[config.mk]
export PLATFORM = sky130hd
export DESIGN_NAME = datapath
export DESIGN_NICKNAME = d
export VERILOG_FILES = /design/src/rtl/datapath.sv
export SDC_FILE = /design/constraint.sdc
export NUM_CORES = 1
export LEC_CHECK = 0
export BUFFER_PORTS_ARGS = -buffer_cell sky130_fd_sc_hd__buf_2
export CAP_MARGIN = 20
export CORE_ASPECT_RATIO = 0.6
export CORE_MARGIN = 3
export CORE_UTILIZATION = 25
export CTS_BUF_LIST = sky130_fd_sc_hd__clkbuf_16
export CTS_CLUSTER_DIAMETER = 50
export DETAILED_ROUTE_END_ITERATION = 12
export PLACE_DENSITY = 0.48
export SLEW_MARGIN = 20
export SYNTH_ARGS = -nofsm -noshare
export SYNTH_HDL_FRONTEND = slang
export SYNTH_SLANG_ARGS = --single-unit
[constraint.sdc]
create_clock -name clk -period 5.05 [get_ports clk]
set_clock_uncertainty 0.1 [all_clocks]
set_input_delay 0.505 -clock clk [delete_from_list [all_inputs] [get_ports clk]]
set_output_delay 0.505 -clock clk [all_outputs]
set_load 0.005 [all_outputs]
[src/rtl/datapath.sv]
// K&S multicycle datapath: PC, IR, 4x16 register file, ALU, flags and opcode decode.
// Define K_AND_S_UNDEF_HALT_EN to decode undefined opcodes as I_HALT instead of I_NOP.

package datapath_pkg;
    typedef enum logic [3:0] {
        I_NOP,
        I_BRANCH,
        I_BZERO,
        I_BNEG,
        I_LOAD,
        I_STORE,
        I_MOVE,
        I_ADD,
        I_SUB,
        I_AND,
        I_OR,
        I_HALT
    } decoded_instruction_type;
endpackage

module datapath
    import datapath_pkg::*;
(
    input  logic                    clk,
    input  logic                    rst,
    input  logic                    branch,
    input  logic                    pc_enable,
    input  logic                    ir_enable,
    input  logic                    write_reg_enable,
    input  logic                    addr_sel,
    input  logic                    c_sel,
    input  logic [1:0]              operation,
    input  logic                    flags_reg_enable,
    output decoded_instruction_type decoded_instruction,
    output logic                    zero_op,
    output logic                    neg_op,
    output logic                    unsigned_overflow,
    output logic                    signed_overflow,
    output logic [4:0]              ram_addr,
    output logic [15:0]             data_out,
    input  logic [15:0]             data_in
);

    logic [4:0]  pc;
    logic [4:0]  next_pc;
    logic [15:0] ir;
    logic [15:0] regs [4];

    logic [15:0] a_val;
    logic [15:0] b_val;
    logic [16:0] sum17;
    logic [16:0] diff17;
    logic [15:0] alu_res;
    logic        alu_uov;
    logic        alu_sov;
    logic [1:0]  wr_dest;
    logic [15:0] wr_data;
    logic        unused_ir7;

    assign unused_ir7 = ir[7];

    always_comb begin
        case (ir[15:8])
            8'b0000_0000: decoded_instruction = I_NOP;
            8'b0000_0001: decoded_instruction = I_BRANCH;
            8'b0000_0010: decoded_instruction = I_BZERO;
            8'b0000_0011: decoded_instruction = I_BNEG;
            8'b1000_0001: decoded_instruction = I_LOAD;
            8'b1000_0010: decoded_instruction = I_STORE;
            8'b1001_0001: decoded_instruction = I_MOVE;
            8'b1010_0001: decoded_instruction = I_ADD;
            8'b1010_0010: decoded_instruction = I_SUB;
            8'b1010_0011: decoded_instruction = I_AND;
            8'b1010_0100: decoded_instruction = I_OR;
            8'b1111_1111: decoded_instruction = I_HALT;
`ifdef K_AND_S_UNDEF_HALT_EN
            default:      decoded_instruction = I_HALT;
`else
            default:      decoded_instruction = I_NOP;
`endif
        endcase
    end

    // MOVE reuses the ALU: with B tied to A, an OR passes the source through.
    assign a_val = regs[ir[5:4]];
    assign b_val = (decoded_instruction == I_MOVE) ? a_val : regs[ir[3:2]];

    assign sum17  = {1'b0, a_val} + {1'b0, b_val};
    assign diff17 = {1'b0, a_val} + {1'b0, ~b_val} + 17'd1;

    always_comb begin
        alu_res = 16'h0000;
        alu_uov = 1'b0;
        alu_sov = 1'b0;
        case (operation)
            2'b00: alu_res = a_val | b_val;
            2'b01: begin
                alu_res = sum17[15:0];
                alu_uov = sum17[16];
                alu_sov = (a_val[15] == b_val[15]) && (sum17[15] != a_val[15]);
            end
            2'b10: begin
                // No carry out of A + ~B + 1 means a borrow occurred.
                alu_res = diff17[15:0];
                alu_uov = ~diff17[16];
                alu_sov = (a_val[15] != b_val[15]) && (diff17[15] != a_val[15]);
            end
            default: alu_res = a_val & b_val;
        endcase
    end

    assign wr_dest = (decoded_instruction == I_LOAD) ? ir[6:5] : ir[1:0];
    assign wr_data = c_sel ? alu_res : data_in;
    assign next_pc = branch ? ir[4:0] : pc + 5'd1;

    always_ff @(posedge clk) begin
        if (rst) begin
            pc                <= 5'd0;
            ir                <= 16'h0000;
            zero_op           <= 1'b0;
            neg_op            <= 1'b0;
            unsigned_overflow <= 1'b0;
            signed_overflow   <= 1'b0;
            for (int i = 0; i < 4; i++) begin
                regs[i] <= 16'h0000;
            end
        end else begin
            if (pc_enable) begin
                pc <= next_pc;
            end
            if (ir_enable) begin
                ir <= data_in;
            end
            if (write_reg_enable) begin
                regs[wr_dest] <= wr_data;
            end
            if (flags_reg_enable) begin
                zero_op           <= (alu_res == 16'h0000);
                neg_op            <= alu_res[15];
                unsigned_overflow <= alu_uov;
                signed_overflow   <= alu_sov;
            end
        end
    end

    assign ram_addr = addr_sel ? ir[4:0] : pc;
    assign data_out = regs[ir[6:5]];

endmodule
==> summary.txt <==
post-synthesis simple-gate area fraction: 13.2%
Async SR Flop Fraction: 0%
Yosys reg bits: 93
I/O Buffers: 55
syn avg cell area: 9.95 um2
Synth Area in XOR/XNOR: 1.71%
CP max FO: 6
sequential share of the synthesized area: 32.6%
power share of the combinational group: 35.5%
share of the synthesized area in the top cell type: 25.0%
top cells by area, synth: edfxtp_1 25%, mux4_2 14%, ha_1 9.6%
worst setup margin: 0.103 ns
CP Data Arrival Time: 5.15 ns
H-tree depth: 3
critical path class: reg2reg
DR DRC count: 0
setup TNS: 0 ns
GPL Wtd Cong: 0.886
share of cells above drive strength 1: 25.4%
M3 GR Usage: 3.85%
Antenna diodes: 0
switching part of the total: 35.3%
Num CTS Buffers: 9
Max Slew Vio Count: 0
IO Pins: 56
Fillers: 3,157
first-pass GRT wire length: 37,500 um
WL/cell: 20.1 um
clock buffer depth: 2
PwrDens: 282 nW/um2
clock power share: 28.7%
VDD IR max: 0.000144 V
critical path, cell by cell: nor2_2, a32o_1, nand2_1, o31ai_4, nor3_2, buf_4, mux2_2, ha_1, buf_4, o211a_1, a21oi_1, a2111oi_4, nor4_2, o31a_1, mux2i_1, a22oi_1, buf_4, a211oi_1, a21o_1
Crit path largest cell delay: 0.48 ns
Final Util: 29.7%
CP max-delay cell: a21oi_1
die area: 32,900 um2
largest net degree at the start of global routing: 26
Net Sw Power: 0.889 mW
cell with the most instances after synthesis: nor2_1
initial antenna violation count: 1
Area after DPL: 8540 um2
Tightest Pin Transition: 1.12 ns
Placement Setup Slack: -0.133 ns
Vert. Die Dim: 142 um
Yosys warning count: 0
maximum capacitance violations: 0
largest family of logic cells by synthesized area: multiplexers
compound-gate portion of the synthesized area: 13.6%
Overflow after GRT: 0
status: completed
Mapped Cells: 772
vias in the first global route: 6,040
multi-input logic area: 4810 um2
sequential share of power: 35.7%
post-synth net total: 860
worst rel slew slack: 25.0%
clock latency at the later pin of the worst-skew pair: 0.36 ns
fin crit period: 4.95 ns
top_reg_cell synth: edfxtp_1
Post-synth top cells: 116 x nor2_1, 74 x inv_1, 64 x edfxtp_1
Setup violations, final: 0
Fmax: 0.202 GHz
area delta synth->final: 16.4%
Power Internal: 1.63 mW
gr busiest metal: met1
mapped cell area: 7680 um2
FF+latch area: 2510 um2
Adder-Cell Fraction of Synth Area: 10.1%
count of final hold-check violations: 0
Critical Path Source Type: flip-flop
Layout Nets: 914
DRT iter0 DRCs: 675
design area: 8940 um2
Detailed Place HPWL: 19,100 um
CTS tree: done
initial core utilization: 25.5%
Post-synth EDFFs: 64
postcts setup bufs: 0
largest area contributor in the netlist: edfxtp_1
row count: 49
Final Power: 2.52 mW
vias: 6,293
core region area: 30,100 um2
most used cell, CP: buf_4
met1 Track Usage GR: 24.7%
Worst EP required: 5.26 ns
Sink Count: 93
GR Util met2: 19.8%
mux contribution to synthesized area: 22.8%
crit path capture type: flip-flop
drt total wl: 24,800 um
Routed Antenna Nets: 0
Synth cell types: 70
vias per cell: 5.08
CTS root buf: clkbuf_16
Die W: 232 um
Hold/Removal Path Class: in2reg
Leak Pwr: 3.65 nW
first-pass iteration count of the detailed router: 6
Global Route Usage Sum: 15.3%
Tcrit/Tclk final: 98.0%
clk slew on worst S/H paths: 0.07 ns
## worst max-delay path, delay by kind of cell, from the launching register on
| kind | cells | cell delay [ns] |
|---|---|---|
| flops | 1 | 0.43 |
| fa+ha+maj | 1 | 0.38 |
| buf+inv | 3 | 0.57 |
| simple gates | 4 | 0.71 |
| mux | 2 | 0.56 |
| compound gates | 9 | 2.13 |
## power groups by stage
| stage | clock network [mW] | logic [mW] | registers, mW |
|---|---|---|---|
| 6_report | 0.724 | 0.895 | 0.899 |
| 2_1_floorplan | 0 | 0.598 | 0.895 |
| 5_1_grt | 0.775 | 0.975 | 0.906 |
| 3_5_place_dp | 0 | 0.857 | 0.915 |
| 4_1_cts | 0.739 | 0.866 | 0.898 |
| 3_3_place_gp | 0 | 0.865 | 0.914 |
## final timing paths
check / startpoint / end / slack, ns / depth (start not counted)
hold reg to reg: signed_overflow / signed_overflow / 0.37 / 2
setup reg to reg: ir[10] / zero_op / 0.10 / 19
hold / removal: data_in[12] / ir[12] / 0.31 / 3
setup / recovery: ir[10] / zero_op / 0.10 / 19
## kinds of logic (layout without fill, tap and decap cells)
kind of cell	count (synthesis)	count (layout)
compound gates	150	150
xor+xnor	15	15
fa+ha+maj	61	61
buf+inv	120	179
flops	93	93
mux	111	111
simple gates	222	222
## through the flow
step,std cells,hold WS [ns]
final,1239,0.313
after detailed placement,1223,0.364
after floorplan,772,0.362
after global routing,1239,0.323
after CTS,1239,0.296
after global placement,1223,0.358
## flip-flops by register name (all words and copies together), names as in the netlist, named ones only
signal	flops
zero_op	1
unsigned_overflow	1
regs	64
pc	5
neg_op	1
signed_overflow	1
ir	15
## area by class of cell
| class | instances | area share, % |
|---|---|---|
| tap | 408 | 5.71 |
| sequential | 93 | 28.1 |
| multi-input combinational | 559 | 53.7 |
| timing repair buffer | 88 | 5.85 |
| clock inverter | 5 | 0.420 |
| inverter | 75 | 3.15 |
| clock buffer | 11 | 3.08 |
## layout by cell type (no fill, tap or decap), types with 4 or more instances in the layout
cell type,count
a211oi_1,5
a21o_1,7
a21oi_1,31
a221oi_1,5
a22oi_1,4
a2bb2oi_1,4
a31oi_1,4
and3_1,5
buf_2,55
buf_4,33
clkbuf_16,11
dfxtp_1,22
dfxtp_2,7
edfxtp_1,64
ha_1,58
inv_1,75
mux2_2,32
mux2i_1,30
mux4_2,48
nand2_1,35
nand2b_1,12
nand3_1,5
nand3b_1,5
nand4_1,6
nor2_1,115
nor2b_1,8
nor3_1,9
nor3b_1,5
o211ai_1,6
o21a_1,7
o21ai_0,30
xnor2_1,12
## what timing repair did
| action | 4_1_cts | 5_1_grt |
|---|---|---|
| hold buffers | 0 | 0 |
| resized for setup | 3 | 20 |
| pin swaps | 0 | 2 |
| endpoints found under the setup margin | 1 | 18 |
## layer usage
| metal | wire length (um) | vias up |
|---|---|---|
| met2 | 9630 | 242 |
| met3 | 2010 | 30 |
| met4 | 252 | 2 |
| li1 | - | 2925 |
| met5 | 15 | - |
| met1 | 12900 | 3094 |
No activity file was read; power rests on OpenSTA's default activity.
